## config.mk

```make
export PLATFORM = sky130hd
export DESIGN_NAME = pipe_stage_elastic_flat
export DESIGN_NICKNAME = d
export VERILOG_FILES = /design/src/rtl/pipe_stage_elastic_pkg.sv /design/src/rtl/pipe_stage_elastic_if.sv /design/src/rtl/pipe_stage_elastic_sat_counter.sv /design/src/rtl/pipe_stage_elastic.sv /design/src/flat_wrapper.sv
export SDC_FILE = /design/constraint.sdc
export NUM_CORES = 1
export LEC_CHECK = 0
export CORE_UTILIZATION = 54
export DETAILED_ROUTE_END_ITERATION = 10
export PLACE_DENSITY_LB_ADDON = 0.25
export SLEW_MARGIN = 40
export SYNTH_ARGS = -nofsm -noshare
export SYNTH_HDL_FRONTEND = slang
export SYNTH_HIERARCHICAL = 1
export SYNTH_SLANG_ARGS = --single-unit
```

## constraint.sdc

```tcl
create_clock -name clk -period 5.05 [get_ports clk]
set_clock_uncertainty 0.1 [all_clocks]
set_input_delay 1.01 -clock clk [delete_from_list [all_inputs] [get_ports clk]]
set_output_delay 1.01 -clock clk [all_outputs]
set_load 0.005 [all_outputs]
```

## src/rtl/pipe_stage_elastic_pkg.sv

```systemverilog
// ---------------------------------------------------------------------------
// pipe_pkg
//   Shared definitions for the elastic inter-stage pipeline registers.
//   - occ_e      : occupancy state encoding (number of held bundles)
//   - *_W / *_NOP: bundle widths and empty-slot payloads for each pipeline
//                  boundary, meant to be passed as NOP_VALUE so that an empty
//                  slot decodes as a harmless instruction downstream.
// ---------------------------------------------------------------------------
package pipe_pkg;

    typedef enum logic [1:0] {
        OCC_EMPTY = 2'd0,
        OCC_ONE   = 2'd1,
        OCC_TWO   = 2'd2
    } occ_e;

    // IF/ID: {pc[31:0], instr[31:0]}; the empty slot carries addi x0,x0,0.
    localparam int IFID_W = 64;
    localparam logic [IFID_W-1:0] IFID_NOP = {32'h0000_0000, 32'h0000_0013};

    // ID/EX: operands, immediate, pc and control; all-zero control means
    // no RegWrite / MemWrite / hlt.
    localparam int IDEX_W = 128;
    localparam logic [IDEX_W-1:0] IDEX_NOP = '0;

    // EX/MEM: alu result, store data, destination and control.
    localparam int EXMEM_W = 96;
    localparam logic [EXMEM_W-1:0] EXMEM_NOP = '0;

    // MEM/WB: writeback value, destination and RegWrite.
    localparam int MEMWB_W = 64;
    localparam logic [MEMWB_W-1:0] MEMWB_NOP = '0;

endpackage

```

## src/rtl/pipe_stage_elastic_if.sv

```systemverilog
// ---------------------------------------------------------------------------
// pipe_stage_elastic_if
//   One valid/ready channel carrying a WIDTH-bit bundle.
//   Signals : valid (source -> sink), ready (sink -> source), data (source -> sink)
//   Modports: master = producing side, slave = consuming side.
// ---------------------------------------------------------------------------
interface pipe_stage_elastic_if #(
    parameter int WIDTH = 32
) ();
    logic             valid;
    logic             ready;
    logic [WIDTH-1:0] data;

    modport master (
        output valid,
        output data,
        input  ready
    );

    modport slave (
        input  valid,
        input  data,
        output ready
    );
endinterface

```

## src/rtl/pipe_stage_elastic_sat_counter.sv

```systemverilog
// ---------------------------------------------------------------------------
// sat_counter
//   W-bit up counter that sticks at all-ones. Clear has priority over
//   increment.
//   Ports: clk, rst (async, active-high), i_inc, i_clr, o_count[W-1:0]
// ---------------------------------------------------------------------------
module sat_counter #(
    parameter int W = 16
) (
    input  logic         clk,
    input  logic         rst,
    input  logic         i_inc,
    input  logic         i_clr,
    output logic [W-1:0] o_count
);

    logic [W-1:0] r_count;

    always_ff @(posedge clk or posedge rst) begin
        if (rst) begin
            r_count <= '0;
        end else if (i_clr) begin
            r_count <= '0;
        end else if (i_inc && (r_count != {W{1'b1}})) begin
            r_count <= r_count + W'(1);
        end
    end

    assign o_count = r_count;

endmodule

```

## src/rtl/pipe_stage_elastic.sv

```systemverilog
// ---------------------------------------------------------------------------
// pipe_stage_elastic
//   Elastic pipeline boundary register with valid/ready handshake, optional
//   2-entry skid buffer, flush-to-bubble and a saturating stall counter.
//   Ports:
//     clk, rst      : clock, asynchronous active-high reset
//     i_up (slave)  : upstream channel (valid/data in, ready out)
//     o_dn (master) : downstream channel (valid/data out, ready in);
//                     data is NOP_VALUE whenever valid is low
//     i_flush       : drop every held bundle and the one offered this cycle
//     i_stall_clr   : clear the stall counter
//     o_occupancy   : number of held bundles (0..2, 0..1 without skid)
//     o_stall_cnt   : saturating count of cycles with valid & ~ready
// ---------------------------------------------------------------------------
module pipe_stage_elastic
    import pipe_pkg::*;
#(
    parameter int               WIDTH     = 32,
    parameter int               SKID      = 1,
    parameter logic [WIDTH-1:0] NOP_VALUE = '0,
    parameter int               STALL_W   = 16
) (
    input  logic                 clk,
    input  logic                 rst,
    pipe_stage_elastic_if.slave  i_up,
    pipe_stage_elastic_if.master o_dn,
    input  logic                 i_flush,
    input  logic                 i_stall_clr,
    output logic [1:0]           o_occupancy,
    output logic [STALL_W-1:0]   o_stall_cnt
);

    occ_e             r_state;
    occ_e             w_state_next;
    logic             r_out_valid;
    logic [WIDTH-1:0] r_main_data;
    logic [WIDTH-1:0] w_main_next;
    logic [WIDTH-1:0] r_skid_data;
    logic [WIDTH-1:0] w_skid_next;
    logic             w_in_ready;
    logic             w_accept;
    logic             w_pop;

    assign w_accept = i_up.valid & w_in_ready;
    assign w_pop    = r_out_valid & o_dn.ready;

    // Upstream ready: registered with a skid entry, otherwise a direct
    // "slot free or being drained" term.
    generate
        if (SKID != 0) begin : g_skid_ready
            logic r_in_ready;
            always_ff @(posedge clk or posedge rst) begin
                if (rst) begin
                    r_in_ready <= 1'b1;
                end else begin
                    r_in_ready <= (w_state_next != OCC_TWO);
                end
            end
            assign w_in_ready = r_in_ready;
        end else begin : g_comb_ready
            assign w_in_ready = ~r_out_valid | o_dn.ready;
        end
    endgenerate

    // Main register always holds what is shown downstream, so it is reloaded
    // with NOP_VALUE whenever the stage empties; out_data needs no mux.
    always_comb begin
        w_state_next = r_state;
        w_main_next  = r_main_data;
        w_skid_next  = r_skid_data;
        if (i_flush) begin
            w_state_next = OCC_EMPTY;
            w_main_next  = NOP_VALUE;
        end else begin
            case (r_state)
                OCC_EMPTY: begin
                    if (w_accept) begin
                        w_state_next = OCC_ONE;
                        w_main_next  = i_up.data;
                    end
                end
                OCC_ONE: begin
                    if (w_accept && w_pop) begin
                        w_main_next = i_up.data;
                    end else if (w_accept && (SKID != 0)) begin
                        // Downstream stalled: park the newcomer behind main.
                        w_state_next = OCC_TWO;
                        w_skid_next  = i_up.data;
                    end else if (w_pop) begin
                        w_state_next = OCC_EMPTY;
                        w_main_next  = NOP_VALUE;
                    end
                end
                OCC_TWO: begin
                    // in_ready is low here, so only a pop can happen.
                    if (w_pop) begin
                        w_state_next = OCC_ONE;
                        w_main_next  = r_skid_data;
                    end
                end
                default: begin
                    w_state_next = OCC_EMPTY;
                    w_main_next  = NOP_VALUE;
                end
            endcase
        end
    end

    always_ff @(posedge clk or posedge rst) begin
        if (rst) begin
            r_state     <= OCC_EMPTY;
            r_out_valid <= 1'b0;
            r_main_data <= NOP_VALUE;
            r_skid_data <= NOP_VALUE;
        end else begin
            r_state     <= w_state_next;
            r_out_valid <= (w_state_next != OCC_EMPTY);
            r_main_data <= w_main_next;
            r_skid_data <= w_skid_next;
        end
    end

    sat_counter #(
        .W (STALL_W)
    ) u_stall_cnt (
        .clk     (clk),
        .rst     (rst),
        .i_inc   (r_out_valid & ~o_dn.ready),
        .i_clr   (i_stall_clr),
        .o_count (o_stall_cnt)
    );

    assign i_up.ready  = w_in_ready;
    assign o_dn.valid  = r_out_valid;
    assign o_dn.data   = r_main_data;
    assign o_occupancy = r_state;

`ifndef SYNTHESIS
    // Upstream must hold its bundle while it is refused (a flush releases it).
    a_in_data_stable: assert property (
        @(posedge clk) disable iff (rst)
        (i_up.valid && !w_in_ready && !i_flush) |=> (!i_up.valid || $stable(i_up.data))
    );

    a_occupancy_max: assert property (
        @(posedge clk) disable iff (rst)
        (o_occupancy <= 2'd2)
    );
`endif

endmodule

```

## src/flat_wrapper.sv

```systemverilog
// flat-port wrapper written by rule: the top's interface ports become plain ports
module pipe_stage_elastic_flat import pipe_pkg::*;
#(
    parameter int               WIDTH     = 32,
    parameter int               SKID      = 1,
    parameter logic [WIDTH-1:0] NOP_VALUE = '0,
    parameter int               STALL_W   = 16
)
  (clk, rst, i_flush, i_stall_clr, o_occupancy, o_stall_cnt, i_up_valid, i_up_data, i_up_ready, o_dn_valid, o_dn_data, o_dn_ready);
  pipe_stage_elastic_if #(.WIDTH(WIDTH)) i_up_i ();
  pipe_stage_elastic_if #(.WIDTH(WIDTH)) o_dn_i ();
  input  logic clk;
  input  logic rst;
  input  logic i_flush;
  input  logic i_stall_clr;
  output logic [1:0] o_occupancy;
  output logic [STALL_W-1:0] o_stall_cnt;
  input wire logic [$bits(i_up_i.valid)-1:0] i_up_valid;
  input wire logic [$bits(i_up_i.data)-1:0] i_up_data;
  output wire logic [$bits(i_up_i.ready)-1:0] i_up_ready;
  output wire logic [$bits(o_dn_i.valid)-1:0] o_dn_valid;
  output wire logic [$bits(o_dn_i.data)-1:0] o_dn_data;
  input wire logic [$bits(o_dn_i.ready)-1:0] o_dn_ready;
  assign i_up_i.valid = i_up_valid;
  assign i_up_i.data = i_up_data;
  assign i_up_ready = i_up_i.ready;
  assign o_dn_valid = o_dn_i.valid;
  assign o_dn_data = o_dn_i.data;
  assign o_dn_i.ready = o_dn_ready;
  pipe_stage_elastic #(.WIDTH(WIDTH), .SKID(SKID), .NOP_VALUE(NOP_VALUE), .STALL_W(STALL_W)) u_core (.clk(clk), .rst(rst), .i_up(i_up_i), .o_dn(o_dn_i), .i_flush(i_flush), .i_stall_clr(i_stall_clr), .o_occupancy(o_occupancy), .o_stall_cnt(o_stall_cnt));
endmodule
```

==> Yosys cells after proc, flatten, opt, wreduce, memory -nomap -nowiden <==
Cells that the tools add are included.
{ "classes": {"addsub": 1, "n_eq_ne": 8, "n_mux": 16, "n_bitwise": 6, "reduce_logical": 7} }
{ "ops": {"columns": ["operator", "count"], "rows": [
  ["32-bit 2-to-1 mux", 6],
  ["32-bit case mux with 3 select lines", 1],
  ["16-bit 2-to-1 mux", 2],
  ["16-bit by 1-bit adder with 16-bit output, second input constant", 1],
  ["16-bit inequality test, second input constant", 1],
  ["2-bit 2-to-1 mux", 6],
  ["4-bit AND reduction", 2],
  ["3-bit by 2-bit inequality test with 1-bit output, second input constant", 2],
  ["2-bit case mux with 3 select lines", 1],
  ["4-bit by 2-bit inequality test with 1-bit output, second input constant", 1],
  ["4-bit inequality test, second input constant", 1],
  ["2-bit nonzero test", 2],
  ["1-bit bitwise AND", 3],
  ["1-bit inverter", 3],
  ["2-bit by 1-bit equality test with 1-bit output, second input constant", 1],
  ["2-bit equality test, second input constant", 1],
  ["1-bit logical AND", 2],
  ["2-bit logical NOT", 1],
  ["2-bit inequality test, second input constant", 1]
]} }
{ "totals": {"register_bits": 84, "in_bits": 38, "output_inout_bits": 52, "wordCells": 44} }

==> Longest topological paths before layout <==
Gate-level depths: netlist (run 1).
{ "depth": {"depth_word": 7, "ltp_mapped": 6, "mapped_depth_nobuf": 5} }

==> Modules after synthesis <==
Netlist (run 1), hierarchy kept.
{ "by_module_without_submodules": {"columns": ["mod", "n_inst", "cells_each", "area_per_inst_um2", "seq_area_each_um2"], "rows": [
  ["pipe_stage_elastic", 1, 314, 3577.2, 1702.9],
  ["sat_counter", 1, 101, 932.1, 400.4]
]} }

==> Least setup slack after synthesis (run 1) <==
OpenSTA, ideal clock, no wires.
{ "synth_timing": {"path_type": "input-to-reg", "startpoint": "input o_dn_ready", "endpoint": "register u_core.u_stall_cnt.r_count[13], in the netlist u_core/u_stall_cnt/o_count[13]", "setup_ps": 78, "arrival_ps": 2400, "required_time_ps": 4872, "path_slack_ps": 2473, "stages": 6, "n_path_buf": 1, "path_cell_list": "nor2b_1 -> clkbuf_2 -> nand3_1 -> or4_4 -> or4_1 -> a21oi_1"} }
{ "synth_between": {"elab_chain_cells": 4} }
{ "synth_rtl": {"columns": ["element", "line", "rtl"], "rows": [
  ["from (decl)", "flat_wrapper.sv:23", "input wire logic [$bits(o_dn_i.ready)-1:0] o_dn_ready;"],
  ["1-bit inverter", "pipe_stage_elastic.sv:128", ".i_inc (r_out_valid & ~o_dn.ready),"],
  ["1-bit bitwise AND", "pipe_stage_elastic.sv:128", null],
  ["1-bit logical AND", "pipe_stage_elastic_sat_counter.sv:24", "end else if (i_inc && (r_count != {W{1'b1}})) begin"],
  ["2-bit nonzero test (no source line)", null, null],
  ["to (signal assigned)", "pipe_stage_elastic_sat_counter.sv:25", "r_count <= r_count + W'(1);"],
  ["to (decl)", "pipe_stage_elastic_sat_counter.sv:17", "logic [W-1:0] r_count;"]
]} }
Every way passes these cells.
A chain may end at the register's enable or synchronous reset.

==> Final worst setup path (run 1) <==
{ "layout_timing": {"startpoint": "register u_core.r_state[1], in the netlist u_core/o_occupancy[1]", "endpoint": "output o_occupancy[1]"} }
{ "layout_lines": {"columns": ["element", "line", "rtl"], "rows": [
  ["from (decl)", "pipe_stage_elastic.sv:33", "occ_e r_state;"],
  ["from (signal assigned)", "pipe_stage_elastic.sv:116", "r_state <= w_state_next;"],
  ["to (decl)", "flat_wrapper.sv:16", "output logic [1:0] o_occupancy;"]
]} }
No word-level cell between the ends.

==> impl_metrics.env, run 1 <==
export IMPL_postLayoutCoreUtil=0.7111
export IMPL_start_kind="flip-flop"
export IMPL_synth_area_mm2=0.004509
export IMPL_netlist_top_cells_area="dfrtp_1 (46%), a22oi_2 (8.3%), mux2_2 (8.2%)"
export IMPL_grt_max_degree=43
export IMPL_switching_share=0.2876
export IMPL_row_count=32
export IMPL_final_nets=529
export IMPL_die_x_um=93.38
export IMPL_reg2reg_slack_ps=1980
export IMPL_yosys_register_bits=84
export IMPL_cts_tree="built"
export IMPL_met2_wirelength_um=5310
export IMPL_crit_path_max_fanout=26
export IMPL_synth_edf_count=0
export IMPL_hp_class="reg2reg"
export IMPL_cp_num_buf_inv=2
export IMPL_layout_worst_path_cycle_share=0.6428
export IMPL_antenna_left=0
export IMPL_grt_pass1_vias=3683
export IMPL_wl_met1_um=4628
export IMPL_clock_fmax_mhz=308.1
export IMPL_diodes=0
export IMPL_synth_cell_types=46
export IMPL_async_reset_ff_frac=1.000
export IMPL_syn_area_per_cell_um2=10.87
export IMPL_p_int_uw=1302
export IMPL_antenna_found_initial=0
export IMPL_worst_setup_path_type="reg2out"
export IMPL_layout_cells_non_filler=597
export IMPL_max_slew_margin=0.4941
export IMPL_cts_root_buf="clkbuf_8"
export IMPL_insertion_delay_ps=350
export IMPL_whs_ps=410.1
export IMPL_io_pins=90
export IMPL_fin_crit_ps=3246
export IMPL_cp_slowest_stage_delay_ps=790
export IMPL_drive_gt1_frac=0.1939
export IMPL_crit_slowest_cell="dfrtp_2"
export IMPL_cts_buffer_depth=2
export IMPL_grt_usage=0.2651
export IMPL_rr_endpoint="u_core/r_skid_data[5]"
export IMPL_area_delta_synth_final_pct=24.39
export IMPL_postCtsSetupBuffers=0
export IMPL_rsz0062_at_grt="false"
export IMPL_sequentialPowerShare=0.493
export IMPL_path_depth=2
export IMPL_wl_um=10590
export IMPL_chipHeight_um=93.38
export IMPL_syn_nets=454
export IMPL_timing_rr_start="u_core/i_up.ready"
export IMPL_cts_hold_buffers=0
export IMPL_core_area_mm2=0.007888
export IMPL_cts_sinks=84
export IMPL_crit_family="buffers and inverters"
export IMPL_comb_power_share=0.238
export IMPL_power_density_mw_per_mm2=325.8
export IMPL_crit_chain="buf_4 -> clkdlybuf4s50_1"
export IMPL_drt_iter0_drc=222
export IMPL_dr_wl_met3_um=533
export IMPL_portBuffers=89
export IMPL_finalHoldViolCount=0
export IMPL_ir_worst_vdd_mv=0.1690
export IMPL_reg2regPathDepth=4
export IMPL_worstPathArrival_ps=2140
export IMPL_power_switching_uw=525.6
export IMPL_grt_first_pass_wirelength_um=17980
export IMPL_drv_cap=0
export IMPL_dieArea_mm2=0.008720
export IMPL_drv_slew=0
export IMPL_remaining_drc_errors=0
export IMPL_finalSetupViolCount=0
export IMPL_netlist_instances=415
export IMPL_grt_overflow_total=0
export IMPL_endpoint="o_occupancy[1]"
export IMPL_num_vias=3606
export IMPL_start_util=0.5717
export IMPL_status="finished clean"
export IMPL_top_layer="met4"
export IMPL_leakage_uw=0.002232
export IMPL_seq_area_frac_synth=0.4664
export IMPL_placed_cells=581
export IMPL_via_per_inst=6.040
export IMPL_ys_flop_type="dfrtp_1"
export IMPL_yosys_area_top_type="dfrtp_1"
export IMPL_setup_worst_path_start="u_core/o_occupancy[1]"
export IMPL_synth_top_area_frac=0.4606
export IMPL_clock_power_share=0.269
export IMPL_worst_slew_pin_slew_ps=753.2
export IMPL_cp_required_ps=3940
export IMPL_wire_per_inst_um=17.74
export IMPL_htree_levels=3
export IMPL_dr_pass1_iters=4
export IMPL_yosysWarningCount=6
export IMPL_ctsResizeCount=0
export IMPL_numCtsBuffers=9
export IMPL_path_clk_slew_ps=80
export IMPL_finalSetupTns_ps=0
export IMPL_routabilityCongestion=0.8111
export IMPL_hpwl_um=6814
export IMPL_cp_end_kind="output pin"
## power by group through the flow
stage / Combinational (uW) / Clock [uW] / Sequential (uW)
detailed placement: 433 / 0 / 911
global route: 473 / 532 / 920
floorplan: 317 / 0 / 879
CTS: 438 / 501 / 900
finish: 435 / 492 / 900
global placement: 416 / 0 / 902
## routing by layer
layer | vias up | global-route usage
met5 | - | 0
met1 | 1810 | 0.3481
met2 | 104 | 0.4449
li1 | 1679 | -
met3 | 13 | 0.04553
met4 | 0 | 0.08846
## sequential cells by signal (all words and copies together), names as in the netlist
signal                      count
u_core/i_up.ready               1
u_core/o_dn.valid               1
u_core/u_stall_cnt/o_count     16
u_core/o_occupancy              2
u_core/r_skid_data             32
u_core/o_dn.data               32
## layout by cell type (no fill, tap or decap), types with 2 or more instances in the layout
master,instances
nand2b_1,3
dfrtp_1,82
mux2_2,33
clkdlybuf4s50_1,89
o22ai_1,32
a22oi_1,2
nor3_1,4
inv_1,5
nand3_1,7
nor2b_1,5
nor2_1,36
nand2_1,40
o21ai_0,6
a22oi_2,30
nand4_1,4
o41ai_1,2
o31ai_1,5
clkinv_2,2
nand4b_1,2
and3_1,2
or4_1,6
nor4_1,3
mux2i_1,33
a21oi_1,15
clkbuf_8,11
buf_4,7
or3_1,7
## synth_stat cells (2+ instances only)
cell,n
dfrtp_1,83
nand2_1,40
nor2_1,36
mux2_2,33
mux2i_1,33
o22ai_1,32
a22oi_2,30
a21oi_1,15
clkbuf_1,14
buf_2,8
nand3_1,7
or3_1,7
buf_6,6
inv_1,6
o21ai_0,6
or4_1,6
nor2b_1,5
o31ai_1,5
nand4_1,4
nor3_1,4
nand2b_1,3
nor4_1,3
a22oi_1,2
and3_1,2
buf_4,2
nand4b_1,2
o41ai_1,2
## how the worst min path moves through the flow
stage	start	to	depth (start not counted)
2_1_floorplan	u_core/r_skid_data[24]	u_core/r_skid_data[24]	1
5_1_grt	u_core/r_skid_data[18]	u_core/r_skid_data[18]	1
3_5_place_dp	u_core/r_skid_data[24]	u_core/r_skid_data[24]	1
6_report	u_core/r_skid_data[4]	u_core/r_skid_data[4]	1
3_3_place_gp	u_core/r_skid_data[24]	u_core/r_skid_data[24]	1
4_1_cts	u_core/r_skid_data[1]	u_core/r_skid_data[1]	1
## stage by stage
step / setup WS, ps / power [uW] / instance area [um^2]
detailed placement: 1535 / 1344 / 5406
global route: 1703 / 1924 / 5609
floorplan: 2230 / 1195 / 4509
CTS: 1795 / 1839 / 5609
global placement: 1615 / 1318 / 5394
finish: 1804 / 1827 / 5609
## area by class of cell
cell class,instances,area [um^2]
repair buffers,96,943.4
well taps,102,127.6
clock inverters,4,47.55
fillers,577,2278
clock buffers,12,155.1
flip-flops and latches,84,2105
multi-input cells,293,2206
inverters,6,25.02
## logic make-up (layout without fill, tap and decap cells)
family	count (synthesis)	in the layout	share of synthesized area
flip-flops	84	84	0.4664
multiplexers	67	67	0.1582
AO/OA/AOI/OAI	97	97	0.1801
AND/OR/NAND/NOR	128	128	0.1457
buffers and inverters	38	118	0.04689
adder cells (fa/ha/maj)	1	1	0.002774
Power figures use the tool's default switching activity.
==> inputs of run 2 (changes only) <==
--- a/config.mk
+++ b/config.mk
@@ -5,7 +5,7 @@
 export SDC_FILE = /design/constraint.sdc
 export NUM_CORES = 1
 export LEC_CHECK = 0
-export CORE_UTILIZATION = 54
+export CORE_UTILIZATION = 47
 export DETAILED_ROUTE_END_ITERATION = 10
 export PLACE_DENSITY_LB_ADDON = 0.25
 export SLEW_MARGIN = 40
==> constraint.sdc (replaced) <==
create_clock -name clk -period 2.7 [get_ports clk]
set_clock_uncertainty 0.1 [all_clocks]
set_input_delay 0.54 -clock clk [delete_from_list [all_inputs] [get_ports clk]]
set_output_delay 0.54 -clock clk [all_outputs]
set_load 0.005 [all_outputs]
==> run 2 against run 1 <==
Net effect:
- routed wire length up 2.6%
- first-iteration DRC count down 43%
- hold slack better by 3.8 ps
- total power up 92%
==> impl_metrics.env, run 2 (synthesized netlist as in run 1, its figures left out) <==
export IMPL_status="finished clean"
export IMPL_power_uw=3509
export IMPL_chipHeight_um=99.95
export IMPL_hold_path_depth=1
export IMPL_grt_overflow_total=0
export IMPL_cts_hold_buffers=0
export IMPL_fin_crit_ps=2312
export IMPL_cp_num_buf_inv=1
export IMPL_dieArea_mm2=0.009990
export IMPL_portBuffers=89
export IMPL_cp_end_kind="output pin"
export IMPL_layout_commonest_cell="clkdlybuf4s50_1"
export IMPL_max_slew_margin=0.5277
export IMPL_worst_setup_path_type="reg2out"
export IMPL_routabilityCongestion=0.8174
export IMPL_worstPathArrival_ps=1670
export IMPL_clock_fmax_mhz=432.6
export IMPL_crit_chain="clkdlybuf4s50_1"
export IMPL_power_density_mw_per_mm2=608.7
export IMPL_grt_max_degree=36
export IMPL_reg2reg_slack_ps=490
export IMPL_worst_slew_pin_slew_ps=701.9
export IMPL_cts_buffer_depth=2
export IMPL_drt_iter0_drc=126
export IMPL_grt_first_pass_wirelength_um=18210
export IMPL_via_per_inst=5.749
export IMPL_start_kind="flip-flop"
export IMPL_cp_required_ps=2060
export IMPL_ctsResizeCount=0
export IMPL_grt_pass1_vias=3738
export IMPL_cp_slowest_stage_delay_ps=720
export IMPL_rsz0062_at_grt="false"
export IMPL_numCtsBuffers=9
export IMPL_cts_sinks=84
export IMPL_layout_worst_path_cycle_share=0.8562
export IMPL_cts_tree="built"
export IMPL_reg2regPathDepth=5
export IMPL_layout_common_cells="clkdlybuf4s50_1 (89), dfrtp_1 (82), nand2_1 (40)"
export IMPL_path_clk_slew_ps=80
export IMPL_htree_levels=3
export IMPL_crit_slowest_cell="dfrtp_1"
export IMPL_final_nets=542
export IMPL_finalHoldViolCount=0
export IMPL_crit_path_max_fanout=17
export IMPL_die_x_um=99.95
export IMPL_area_delta_synth_final_pct=27.86
export IMPL_wl_um=10870
export IMPL_drv_slew=0
export IMPL_insertion_delay_ps=350
export IMPL_finalSetupViolCount=0
export IMPL_postCtsSetupBuffers=0
export IMPL_cts_root_buf="clkbuf_8"
export IMPL_crit_family="flip-flops"
export IMPL_wire_per_inst_um=17.06
export IMPL_antenna_found_initial=0
export IMPL_grt_usage=0.2309
export IMPL_diodes=0
export IMPL_remaining_drc_errors=0
export IMPL_dr_pass1_iters=6
export IMPL_num_vias=3662
export IMPL_hp_class="reg2reg"
export IMPL_leakage_uw=0.002308
export IMPL_path_depth=1
export IMPL_start_util=0.4857
export IMPL_io_pins=90
export IMPL_core_area_mm2=0.009284
export IMPL_hpwl_um=7347
export IMPL_ir_worst_vdd_mv=0.2964
export IMPL_finalSetupTns_ps=0
export IMPL_row_count=35
export IMPL_drv_cap=0
export IMPL_antenna_left=0
export IMPL_drive_gt1_frac=0.2165
-- run 2: final cells by class --
class / instances / area [um^2]
Clock inverter: 7 / 91.34
Inverter: 6 / 22.52
Sequential cell: 84 / 2105
Tap cell: 129 / 161.4
Multi-Input combinational cell: 293 / 2196
Clock buffer: 9 / 123.9
Timing Repair Buffer: 109 / 1066
Fill cell: 795 / 3518
-- run 2: metal layers --
layer | vias up | GRT usage | routed length, um
met5 | - | 0 | 0
met4 | 0 | 0.07466 | 95
met3 | 9 | 0.02994 | 400
met2 | 107 | 0.3793 | 5155
met1 | 1839 | 0.3180 | 5218
li1 | 1707 | - | -
-- run 2: through the flow --
step	hold slack [ps]	util	setup slack, ps	cell area, um^2	instances
CTS	403.4	0.6210	367.9	5766	637
global placement	367.5	0.5978	133.5	5550	621
finish	413.9	0.6210	388.3	5766	637
floorplan	353.7	-	350.1	4509	415
detailed placement	385.2	0.5978	117.8	5550	621
global route	419.1	0.6210	279.4	5766	637
-- run 2: report_power, final --
part	leakage [uW]	total [uW]	internal (uW)	switching, uW
clock network	0.000109	984	518	466
logic	0.00110	854	475	379
registers	0.00109	1670	1510	162
-- run 2: final timing paths --
| check | endpoint | startpoint |
|---|---|---|
| worst min register to register | u_core/r_skid_data[22] | u_core/r_skid_data[22] |
| min in group asynchronous | u_core/o_dn.data[3] | rst |
| worst max-delay path | o_occupancy[0] | u_core/o_occupancy[0] |
| max in group asynchronous | u_core/o_dn.data[10] | rst |
| worst min-delay path | u_core/r_skid_data[22] | u_core/r_skid_data[22] |
| worst max register to register | u_core/u_stall_cnt/o_count[0] | u_core/u_stall_cnt/o_count[0] |
==> inputs of run 3 (changes only) <==
--- a/config.mk
+++ b/config.mk
@@ -6,8 +6,10 @@
 export NUM_CORES = 1
 export LEC_CHECK = 0
 export CORE_UTILIZATION = 47
+export CTS_CLUSTER_SIZE = 16
 export DETAILED_ROUTE_END_ITERATION = 10
 export PLACE_DENSITY_LB_ADDON = 0.25
+export SETUP_SLACK_MARGIN = 0.02
 export SLEW_MARGIN = 40
 export SYNTH_ARGS = -nofsm -noshare
 export SYNTH_HDL_FRONTEND = slang
==> results of run 3 <==
Same layout as run 2: the final DEF is identical, and so are final timing and power.
